--- src/rtl/out_serializer.sv ---
// Byte FIFO feeding an MSB-first serial framer with optional odd parity and a one-cycle gap.
// Serial outputs are registered; ser_ready only advances the frame.
module out_serializer #(
  parameter int unsigned DEPTH     = 4,
  parameter int unsigned PARITY_EN = 1
) (
  input  logic                   clk,
  input  logic                   reset,
  input  logic [7:0]             in,
  input  logic                   in_valid,
  input  logic                   ser_ready,
  output logic                   ser_data,
  output logic                   ser_frame,
  output logic [$clog2(DEPTH):0] fifo_count,
  output logic                   overflow,
  output logic                   busy
);

  localparam int unsigned PtrW = $clog2(DEPTH);
  localparam logic [PtrW:0] FullCount = (PtrW + 1)'(DEPTH);

  typedef enum logic [1:0] {StIdle, StShift, StParity, StGap} state_e;

  state_e          state_q, state_d;
  logic [PtrW-1:0] wr_ptr_q, rd_ptr_q;
  logic [PtrW:0]   count_q, count_d;
  logic [7:0]      mem_q [DEPTH];
  logic [7:0]      shift_q, shift_d;
  logic [2:0]      bit_cnt_q, bit_cnt_d;
  logic            parity_q, parity_d;
  logic            ser_data_q, ser_data_d;
  logic            ser_frame_q, ser_frame_d;
  logic            overflow_q;
  logic            full, empty, push, pop, drop;

  assign full  = (count_q == FullCount);
  assign empty = (count_q == '0);
  assign pop   = (state_q == StIdle) && !empty;
  // A full FIFO still takes a byte when the head leaves on the same edge.
  assign push  = in_valid && (!full || pop);
  assign drop  = in_valid && full && !pop;

  always_comb begin
    count_d = count_q;
    unique case ({push, pop})
      2'b10:   count_d = count_q + 1'b1;
      2'b01:   count_d = count_q - 1'b1;
      default: count_d = count_q;
    endcase
  end

  always_comb begin
    state_d   = state_q;
    shift_d   = shift_q;
    bit_cnt_d = bit_cnt_q;
    parity_d  = parity_q;
    unique case (state_q)
      StIdle: begin
        if (pop) begin
          shift_d   = mem_q[rd_ptr_q];
          parity_d  = ~^mem_q[rd_ptr_q];
          bit_cnt_d = 3'd7;
          state_d   = StShift;
        end
      end
      StShift: begin
        if (ser_ready) begin
          shift_d   = {shift_q[6:0], 1'b0};
          bit_cnt_d = bit_cnt_q - 3'd1;
          if (bit_cnt_q == 3'd0) begin
            state_d = (PARITY_EN != 0) ? StParity : StGap;
          end
        end
      end
      StParity: begin
        if (ser_ready) begin
          state_d = StGap;
        end
      end
      StGap: begin
        state_d = StIdle;
      end
      default: begin
        state_d = StIdle;
      end
    endcase
  end

  // Output registers are loaded from the next state so each bit appears right after its edge.
  always_comb begin
    ser_frame_d = (state_d == StShift) || (state_d == StParity);
    ser_data_d  = 1'b0;
    if (state_d == StShift) begin
      ser_data_d = shift_d[7];
    end else if (state_d == StParity) begin
      ser_data_d = parity_d;
    end
  end

  always_ff @(posedge clk or negedge reset) begin
    if (!reset) begin
      state_q     <= StIdle;
      wr_ptr_q    <= '0;
      rd_ptr_q    <= '0;
      count_q     <= '0;
      shift_q     <= '0;
      bit_cnt_q   <= '0;
      parity_q    <= 1'b0;
      ser_data_q  <= 1'b0;
      ser_frame_q <= 1'b0;
      overflow_q  <= 1'b0;
    end else begin
      state_q     <= state_d;
      count_q     <= count_d;
      shift_q     <= shift_d;
      bit_cnt_q   <= bit_cnt_d;
      parity_q    <= parity_d;
      ser_data_q  <= ser_data_d;
      ser_frame_q <= ser_frame_d;
      if (push) begin
        wr_ptr_q <= wr_ptr_q + 1'b1;
      end
      if (pop) begin
        rd_ptr_q <= rd_ptr_q + 1'b1;
      end
      if (drop) begin
        overflow_q <= 1'b1;
      end
    end
  end

  always_ff @(posedge clk) begin
    if (push) begin
      mem_q[wr_ptr_q] <= in;
    end
  end

  assign ser_data   = ser_data_q;
  assign ser_frame  = ser_frame_q;
  assign fifo_count = count_q;
  assign overflow   = overflow_q;
  assign busy       = (state_q != StIdle) || !empty;

endmodule

--- config.mk ---
export PLATFORM = sky130hd
export DESIGN_NAME = out_serializer
export DESIGN_NICKNAME = d
export VERILOG_FILES = /design/src/rtl/out_serializer.sv
export SDC_FILE = /design/constraint.sdc
export NUM_CORES = 1
export LEC_CHECK = 0
export BUFFER_PORTS_ARGS = -buffer_cell sky130_fd_sc_hd__buf_2
export CORE_AREA = 2 2 61 78
export DETAILED_ROUTE_END_ITERATION = 10
export DIE_AREA = 0 0 63 80
export GPL_ROUTABILITY_DRIVEN = 0
export GPL_TIMING_DRIVEN = 1
export PLACE_DENSITY = 0.85
export RECOVER_POWER = 100
export SYNTH_ARGS = -nofsm -noshare
export SYNTH_HDL_FRONTEND = slang
export SYNTH_SLANG_ARGS = --single-unit
export TNS_END_PERCENT = 1
--- constraint.sdc ---
create_clock -name clk -period 3.1 [get_ports clk]
set_input_delay 0.775 -clock clk [delete_from_list [all_inputs] [get_ports clk]]
set_output_delay 0.775 -clock clk [all_outputs]
set_load 0.05 [all_outputs]
Word level (Yosys, flattened, before mapping):

Memory sizes are Yosys's and may differ from the RTL's.
Cells that the tools add are included.

* flip-flop bits (word level): 24
* bits in writable memories: 32
* input port bits: 12
* output and inout bits: 7
* logic and storage cells: 63
* memories: 1

Memories
* mem_q: depth 4, width 8, rd ports 1, clocked after Yosys merged registers in 0, wr ports 1, RTL line 27 `logic [7:0] mem_q [DEPTH];`

* add/subtract/negate cells: 5
* equality and inequality tests: 10
* mux-type cells: 18
* reductions and logical operators: 18

Operator list (count)
* two-way mux 8 bit: 2
* one-hot mux 8 bit (2 select lines): 1
* one-hot mux 3 bit (2 select lines): 2
* == test 2 bit (second input constant): 4
* two-way mux 2 bit: 4
* one-hot mux 2 bit (4 select lines): 1
* XNOR reduction 8 bit: 1
* == test 2 x 1 -> 1 bit (second input constant): 3
* zero test 3 bit: 2
* two-way mux 1 bit: 6
* two-way mux 3 bit: 2
* nonzero test 2 bit: 3
* subtractor 3 x 1 -> 3 bit (second input constant): 2
* adder 2 x 1 -> 2 bit (second input constant): 2
* logical AND 1 bit: 4
* inequality test 2 bit (second input constant): 2
* adder 3 x 1 -> 3 bit (second input constant): 1
* == test 3 bit (second input constant): 1
* zero test 1 bit: 3
* logical OR 1 bit: 3
* AND reduction 3 bit: 1
* zero test 2 bit: 1

Depth between registers and ports, before layout:

Gate-level depths: netlist of run 1.

* word-level depth: 8
* gate-level depth with buffers: 11
* mapped depth without buffers: 11

Least setup slack after synthesis of run 1:

Ideal clock, no wire load.

* path type: register to register
* start: reg count_q[0] (netlist: fifo_count[0])
* end: reg count_q[2] (netlist: fifo_count[2])
* setup time: 82 ps
* arrival time: 2433 ps
* data required time: 3018 ps
* path slack: 585 ps
* cell stages (with the launch flop): 11
* buffers on the path: 1
* clock period less this slack: 2515 ps
* cell sequence: dfrtp_1 -> or3_1 -> nand2_1 -> inv_1 -> clkbuf_1 -> ha_1 -> inv_1 -> fa_1 -> xor2_1 -> nor2_1 -> xor2_1

* cells in the longest elaborated chain, start to end: 7
* elaborated cells on any way between the ends: 13
* those cells by class: 2 x add/sub; 3 x eq/ne; 1 x mux; 7 x reduce/logical

Ends and longest elaborated chain
* start: declaration: RTL line 26 `logic [PtrW:0] count_q, count_d;`
* start signal: assignment: RTL line 114 `count_q <= count_d;`
* zero test 3 bit: RTL line 37 `assign empty = (count_q == '0);`
* zero test 1 bit: RTL line 38 `assign pop = (state_q == StIdle) && !empty;`
* logical AND 1 bit: RTL line 38
* logical OR 1 bit: RTL line 40 `assign push = in_valid && (!full || pop);`
* logical AND 1 bit: RTL line 40
* == test 2 x 1 -> 1 bit or == test 2 bit (tied branches): RTL line 45 `unique case ({push, pop})`
* one-hot mux 3 bit (2 select lines) or nonzero test 2 bit (tied branches)

Parallel ways exist; a longest one is shown, timed or not.
A chain may end at the register's enable or synchronous reset.

Final worst setup path of run 1:

* start: reg count_q[1] (netlist: fifo_count[1])
* end: reg ser_data_q (netlist: ser_data)

* cells in the longest elaborated chain, start to end: 8
* elaborated cells on any way between the ends: 13
* those cells by class: 2 x eq/ne; 8 x mux; 3 x reduce/logical

Ends and longest elaborated chain
* zero test 3 bit (*): RTL line 37
* zero test 1 bit (*): RTL line 38
* logical AND 1 bit (*): RTL line 38
* two-way mux 2 bit (*): RTL line 59 `if (pop) begin`
* one-hot mux 2 bit (4 select lines) (*): RTL line 57 `unique case (state_q)`
* net state_d[0]: RTL line 24 `state_e state_q, state_d;`
* == test 2 bit: RTL line 95 `end else if (state_d == StParity) begin`
* two-way mux 1 bit: RTL line 95
* two-way mux 1 bit (*): RTL line 93 `if (state_d == StShift) begin`
* net ser_data_d: RTL line 31 `logic ser_data_q, ser_data_d;`
* end signal: assignment: RTL line 118 `ser_data_q <= ser_data_d;`
* end: declaration: RTL line 31

Mark *: on every way through the listed nets, which the timed path passes. The rest lies on a longest branch. The select of a mux whose other input is x is not followed.

==> results of run 1 <==
[worst max-delay path, cell delays in order (launching register included)]
cell      delay [ps]
dfrtp_1          450
or3_1            430
nand2_1          200
inv_1            230
a221oi_1         390
inv_1            140
ha_1             250
nor2b_1          180
nand2_1           80
o21ai_0          200
[per-stage QoR]
step	cell area, sq um	std cells	worst slack (ps)
global placement	2550	237	812
floorplan	2410	165	585
global route	2610	245	283
finish	2610	245	444
CTS	2640	245	556
detailed placement	2550	237	607
[power groups by stage]
stage	Combinational (mW)	Sequential [mW]	Clock (mW)
detailed placement	1.16	1.21	0
finish	1.14	1.20	0.388
global placement	1.08	1.19	0
floorplan	0.847	1.26	0
CTS	1.18	1.20	0.397
global route	1.23	1.23	0.429
[registers in the layout, indices dropped and copies added, names as in the netlist]
name and flops:
parity_q 1, bit_cnt_q 3, ser_data 1, wr_ptr_q 2, rd_ptr_q 2, shift_q 8, state_q 2, ser_frame 1
mem_q 32, overflow 1, fifo_count 3
[how the worst max path moves through the flow]
stage	cells after the start	startpoint	slack (ps)	to
after global placement	9	state_q[0]$_DFF_PN0_	810	fifo_count[2]$_DFFE_PN0P_
after CTS	9	fifo_count[0]$_DFFE_PN0P_	560	ser_data$_DFF_PN0_
after detailed placement	9	fifo_count[1]$_DFFE_PN0P_	610	ser_data$_DFF_PN0_
after floorplan	10	fifo_count[0]$_DFFE_PN0P_	580	fifo_count[2]$_DFFE_PN0P_
final	9	fifo_count[1]$_DFFE_PN0P_	440	ser_data$_DFF_PN0_
after global routing	9	fifo_count[1]$_DFFE_PN0P_	280	ser_data$_DFF_PN0_
[layer usage]
metal	track usage, %	up-vias	share of wire (%)
met5	0	-	0
met4	9.11	0	2.3
met3	3.10	9	3.4
met2	33.7	37	56
met1	21.2	703	38
li1	-	632	-
[final cells by class]
type / count / area, sq um
Fill cell: 345 / 1680
Inverter: 13 / 48.8
Multi-Input combinational cell: 92 / 766
Timing Repair Buffer: 18 / 70.1
Tap cell: 58 / 72.6
Clock buffer: 5 / 68.8
Sequential cell: 56 / 1560
Clock inverter: 3 / 23.8
[synth_stat cells (2+ instances only)]
cell type	instances	area (sq um)
nor3_1	2	10.0
dfrtp_1	24	601
edfxtp_1	32	961
clkbuf_1	2	7.51
mux4_2	6	135
nor2b_1	3	18.8
inv_1	13	48.8
o21ai_1	2	10.0
xor2_1	3	26.3
ha_1	9	113
and3_1	5	31.3
xnor2_1	9	78.8
nand2_1	24	90.1
a22oi_1	6	45.0
mux4_1	2	52.6
nor2_1	3	11.3
o21ai_0	4	20.0
[cells by family after synthesis]
kind of cell	count (synthesis)	share of synthesized area, %
compound gates	19	5.45
xor+xnor	13	5.03
fa+ha+maj	10	5.50
buf+inv	17	3.01
flops	56	64.8
mux	10	8.67
simple gates	40	7.58
==> metrics.txt, run 1 <==
outcome finished, final reports clean; clock share of power 14.2%; first-pass GRT wire length 7.03 mm; Hold Path Class flop to flop; sw frac slightly below 40%; setup bufs post-CTS 0; final period utilization a little under nine tenths; relative slew slack between 15 and 20%; Initial Utilization around 56%; power share of the sequential group 44.0%; Avg Synthesized Cell Area 14.6 sq um; Via Count between 1000 and 1500; library cells used by synthesis 33; WHS Endpoint overflow$_DFFE_PN0P_; main flop type after synthesis edfxtp_1; Mapped Nets 187; Final TNS setup 0 ps; commonest non-fill, non-tap cell in the layout edfxtp_1; EDFF count, synth 32; Lkg Pwr about 1.0 nW; pwr/cell area 1050 nW/um^2; WHS about 480 ps; die area 5040 sq um; r2r setup slk 440 ps; final WL approximately 4.1 mm; Util after Layout 60.9%; IO Port Bufs 18; hold_sp overflow$_DFFE_PN0P_; Hold Buf Count CTS 0; synthesized flop and latch total 56; Worst Reg-to-Reg Cells 9; Clock Tree Root clkbuf_8; share of cells above drive strength 1 9.63%; # IOs 19; crit path kind flop to flop; RSZ-0062 raised after global routing false; ANT nets after route 0; Worst-path clk slew ~100 ps; worst-margin pin slew 1260 ps; Final Hold Vio Count 0; H-tree Lvls 2; sequential share of the synthesized area around 65%; largest net degree at the start of global routing 25; DRC Markers 0; post_cts resized 0; Psw between 1 and 1.5 mW; asr flop ratio synth a little over two fifths; reg2reg end ser_data$_DFF_PN0_; Int Power between 1.5 and 2 mW; Arrival @ worst endpoint 2880 ps; Worst EP required between 3000 and 4000 ps; Area Overhead vs Synth 8.30%; Yosys warning total 0; GRT Overall Usage about 19%; die height 80 um; CP Launch Type flop; clock sinks 56; vias in the first global route 1452; clk_skew roughly 10 ps; Worst VDD drop between 0.4 and 0.5 mV; CTS tree done; Num CTS Buffers 5; Combinational Power Share 41.8%; TritonRoute pass-1 iters 4; peak fanout along the critical path 13; clock buffer depth 2; grt ovf 0; worst reg2reg startpoint fifo_count[1]$_DFFE_PN0P_; most frequent cells in the layout edfxtp_1 (32), nand2_1 (24), dfrtp_1 (24); First DRT Iteration DRCs ~110; DR vias/cell 5.64; Final Max Tran Viols 0; Critical Path End Type flop; Tmin final 2660 ps; WHS Path Cells 1; Setup Viol. Count Final 0; n_diodes 0; initial antenna violation count 0; Mapped Area 2410 sq um; average routed wire per standard cell 16.9 um; Max-Cap Viols 0; core area 4290 sq um; total chip power 2.73 mW; NumNets Final between 200 and 250; Chip Width 63 um; fmax around 0.38 GHz; # rows 27; DP HPWL 2.92 mm; Worst-Skew Late Latency 310 ps; synthesized netlist cell count 165
(Power assumes the default switching activity.)
==> run 2, diff against run 1 <==
==> constraint.sdc (replaced) <==
create_clock -name clk -period 2.65 [get_ports clk]
set_input_delay 0.6625 -clock clk [delete_from_list [all_inputs] [get_ports clk]]
set_output_delay 0.6625 -clock clk [all_outputs]
set_load 0.05 [all_outputs]
==> metrics.txt, run 2 (synthesis results as in run 1) <==
Worst EP required 2900 ps; share of cells above drive strength 1 roughly an eighth; core area 4290 sq um; TritonRoute pass-1 iters 4; NumNets Final 209; peak fanout along the critical path 13; average routed wire per standard cell 15.7 um; clk_skew 7.99 ps; final period utilization 93.0%; First DRT Iteration DRCs between 80 and 90; Num CTS Buffers 5; Final Cell Area 2640 sq um; vias in the first global route 1361; Critical Path End Type flop; Setup Viol. Count Final 0; CTS tree done; DRC Markers 0; Hold Path Class flop to flop; relative slew slack 15.9%; DP HPWL 2.72 mm; outcome finished, final reports clean; post_cts resized 0; fmax 0.406 GHz; CP Depth 9; worst path cell trace or3_1 -> nand2_1 -> inv_1 -> a221oi_1 -> inv_1 -> ha_1 -> nor2b_1 -> a32oi_1 -> o21ai_1; Area after DPL between 2000 and 3000 sq um; Worst-path clk slew 100 ps; Max-Cap Viols 0; initial antenna violation count 0; clock sinks 56; Arrival @ worst endpoint 2710 ps; Largest Register mem_q; H-tree Lvls 2; largest net degree at the start of global routing 25; commonest non-fill, non-tap cell in the layout edfxtp_1; Via Count about 1300; clock buffer depth 2; crit-path most repeated cell inv_1; WHS Path Cells 1; crit path kind flop to flop; most frequent cells in the layout edfxtp_1 (32), nand2_1 (24), dfrtp_1 (24); die area 5040 sq um; top cell family by delay on the critical path simple AND/OR/NAND/NOR gates; Hold Buf Count CTS 0; biggest regs mem_q (32), shift_q (8); max incr delay on CP 460 ps; Worst VDD drop 0.579 mV; worst-margin pin slew between 1000 and 1500 ps; CP Launch Type flop; Area Overhead vs Synth 9.34%; Lkg Pwr between 1 and 1.5 nW; ANT nets after route 0; Final Hold Vio Count 0; GRT Overall Usage between 15 and 20%; number of flip-flops in the largest register 32; IO Port Bufs 18; Chip Width 63 um; Tmin final 2470 ps; die height about 80 um; final WL 3.86 mm; RSZ-0062 raised after global routing true; DR vias/cell 5.46; Worst-Skew Late Latency 310 ps; Worst Reg-to-Reg Cells 9; CP max-delay cell dfrtp_1; Final Max Tran Viols 0; n_diodes 0; Clock Tree Root clkbuf_8; Final TNS setup 0 ps; # IOs 19; pwr/cell area 1230 nW/um^2; # rows 27; Initial Utilization 56.2%; first-pass GRT wire length 6.40 mm; WP buf/inv 2; grt ovf 0; WHS 494 ps
==> run 2: path summary, 6_finish.rpt <==
check / from / slack [ps] / end
setup reg to reg: fifo_count[1]$_DFFE_PN0P_ / 180 / ser_data$_DFF_PN0_
hold reg to reg: overflow$_DFFE_PN0P_ / 490 / overflow$_DFFE_PN0P_
max in group asynchronous: reset / 1300 / wr_ptr_q[0]$_DFFE_PN0P_
hold / removal: overflow$_DFFE_PN0P_ / 490 / overflow$_DFFE_PN0P_
setup / recovery: fifo_count[1]$_DFFE_PN0P_ / 180 / ser_data$_DFF_PN0_
min in group asynchronous: reset / 600 / shift_q[7]$_DFF_PN0_
==> run 2: cell type report <==
type	count	area [sq um]
clock inverter	3	26.3
sequential	56	1560
multi-input combinational	92	777
inverter	13	48.8
timing repair buffer	19	81.3
tap	58	72.6
clock buffer	5	68.8
fill	338	1650
==> run 2: report_power, final <==
group	leakage (nW)	switching, mW	internal (mW)	total, mW
Combinational	0.434	0.792	0.559	1.35
Sequential	0.579	0.199	1.20	1.40
Clock	0.0491	0.288	0.195	0.483
Total	1.06	1.28	1.96	3.24
==> run 2: worst reg2reg max path, cell delays in order (launching register included) <==
cell and delay [ps]:
dfrtp_1 460, or3_1 450, nand2_1 200, inv_1 230
a221oi_1 370, inv_1 100, ha_1 230, nor2b_1 150
a32oi_1 120, o21ai_1 90
==> run 2: per-layer routing <==
layer  part of all wire, %  GRT usage (%)  vias to the layer above
met2                    54           30.3                       30
met4                   1.9           7.11                        0
li1                      -              -                      630
met3                   3.7           3.53                        7
met1                    41           19.3                      677
met5                     0              0                        -
==> run 2: what timing repair did <==
action                                 CTS  global route
setup buffers                            0             0
setup endpoints to repair                0             1
endpoints found under the hold margin    0             0
==> run 2: stage by stage <==
stage	std cells	power (mW)	utilization [%]	setup WS [ps]
after floorplan	165	2.46	-	135
after global placement	238	2.67	59.6	356
after detailed placement	238	2.78	59.6	258
after CTS	246	3.27	61.8	215
after global routing	246	3.45	61.4	-15.4
final	246	3.24	61.4	184
==> run 3, diff against run 2 <==
--- a/config.mk
+++ b/config.mk
@@ -6,11 +6,13 @@
 export NUM_CORES = 1
 export LEC_CHECK = 0
 export BUFFER_PORTS_ARGS = -buffer_cell sky130_fd_sc_hd__buf_2
+export CAP_MARGIN = 20
 export CORE_AREA = 2 2 61 78
 export DETAILED_ROUTE_END_ITERATION = 10
 export DIE_AREA = 0 0 63 80
 export GPL_ROUTABILITY_DRIVEN = 0
-export GPL_TIMING_DRIVEN = 1
+export GPL_TIMING_DRIVEN = 0
+export HOLD_SLACK_MARGIN = 0.08
 export PLACE_DENSITY = 0.85
 export RECOVER_POWER = 100
 export SYNTH_ARGS = -nofsm -noshare
==> metrics.txt, run 3 (synthesis results as in run 1) <==
DP Worst Slack -30.4 ps; Arrival @ worst endpoint 2680 ps; final period utilization 92.3%; worst-margin pin slew 1260 ps; Worst EP required about 2900 ps; average routed wire per standard cell roughly 14 um; Util after Layout 61.7%; core area 4290 sq um; DRC Markers 0; Area Overhead vs Synth 9.70%; Final Cell Area 2650 sq um; biggest regs mem_q (32), shift_q (8); Lkg Pwr ~1.1 nW; n_diodes 0; die area 5040 sq um; clk_skew 8.07 ps; IO Port Bufs 18; Worst-path clk slew 100 ps; Hold Path Class flop to flop; Worst VDD drop 0.603 mV; commonest non-fill, non-tap cell in the layout edfxtp_1; outcome finished, final reports clean; Setup Viol. Count Final 0; fin worst setup slack 203 ps; initial antenna violation count 0; Chip Width approximately 63 um; # rows 27; clock sinks between 50 and 60; fmax 0.409 GHz; GRT Overall Usage 15.7%; peak fanout along the critical path 13; Via Count 1336; crit path kind flop to flop; Clock Tree Root clkbuf_8; vias in the first global route 1289; Num CTS Buffers 5; Tmin final 2450 ps; Worst-Skew Late Latency 310 ps; pwr/cell area ~1200 nW/um^2; Area after DPL 2570 sq um; DR vias/cell 5.39; # IOs 19; setup bufs post-CTS 0; Worst Reg-to-Reg Cells 9; relative slew slack 16.3%; number of flip-flops in the largest register 32; Final Hold Vio Count 0; die height 80 um; final WL between 3 and 4 mm; grt ovf 0; CTS tree done; Final TNS setup 0 ps; WHS Path Cells 1; largest net degree at the start of global routing 25; most frequent cells in the layout edfxtp_1 (32), nand2_1 (24), dfrtp_1 (24); dpl cells 241; Final Max Tran Viols 0; clock buffer depth 2; DP HPWL approximately 2.5 mm; First DRT Iteration DRCs 56; Largest Register mem_q; CP Launch Type flop; share of cells above drive strength 1 roughly an eighth; ANT nets after route 0; Critical Path End Type flop; H-tree Lvls 2; Final Non-Filler Cells between 200 and 250; TritonRoute pass-1 iters 4; Initial Utilization 56.2%; Max-Cap Viols 0; NumNets Final 211; first-pass GRT wire length 5.91 mm; RSZ-0062 raised after global routing false
[run 3: critical path, stage by stage (launching register included)]
cell and delay [ps]:
dfrtp_1 440, or3_1 430, nand2_1 230, clkinvlp_4 280, a221oi_2 270, inv_1 90
ha_1 220, nor2b_1 160, nand2_1 60, o21ai_0 170
[run 3: metrics by stage]
stage               hold slack (ps)  power (mW)
floorplan                       367        2.46
global placement                445        2.70
detailed placement              459        2.76
CTS                             330        3.23
global route                    505        3.39
finish                          480        3.17
[run 3: area by class of cell]
| type | instances | area, sq um |
|---|---|---|
| Fill cell | 346 | 1650 |
| Sequential cell | 56 | 1560 |
| Multi-Input combinational cell | 92 | 779 |
| Tap cell | 58 | 72.6 |
| Timing Repair Buffer | 18 | 70.1 |
| Clock buffer | 5 | 68.8 |
| Inverter | 13 | 52.6 |
| Clock inverter | 3 | 26.3 |
| Buffer | 3 | 13.8 |
[run 3: path summary, 6_finish.rpt]
| check | endpoint | slack, ps | from |
|---|---|---|---|
| max | ser_data$_DFF_PN0_ | 200 | fifo_count[1]$_DFFE_PN0P_ |
| min | overflow$_DFFE_PN0P_ | 480 | overflow$_DFFE_PN0P_ |
| min in group asynchronous | bit_cnt_q[2]$_DFFE_PN0P_ | 590 | reset |
| max in group asynchronous | wr_ptr_q[1]$_DFFE_PN0P_ | 1310 | reset |
| max reg2reg | ser_data$_DFF_PN0_ | 200 | fifo_count[1]$_DFFE_PN0P_ |
| min reg2reg | overflow$_DFFE_PN0P_ | 480 | overflow$_DFFE_PN0P_ |
[run 3: timing repair]
action,in CTS,in global routing
resized for setup,0,2
setup endpoints to repair,1,1
hold buffers,0,0
[run 3: layer usage]
| metal | GRT usage, % | up-vias | routed length (um) |
|---|---|---|---|
| met5 | 0 | - | 0 |
| met4 | 6.00 | 0 | 55 |
| met3 | 3.81 | 7 | 119 |
| met2 | 26.6 | 29 | 1760 |
| met1 | 19.5 | 661 | 1580 |
| li1 | - | 639 | - |
[run 3: report_power, final]
| group | total (mW) | switching, mW | internal, mW |
|---|---|---|---|
| registers | 1.33 | 0.126 | 1.20 |
| clock network | 0.479 | 0.284 | 0.195 |
| logic | 1.36 | 0.806 | 0.554 |
| total | 3.17 | 1.22 | 1.95 |
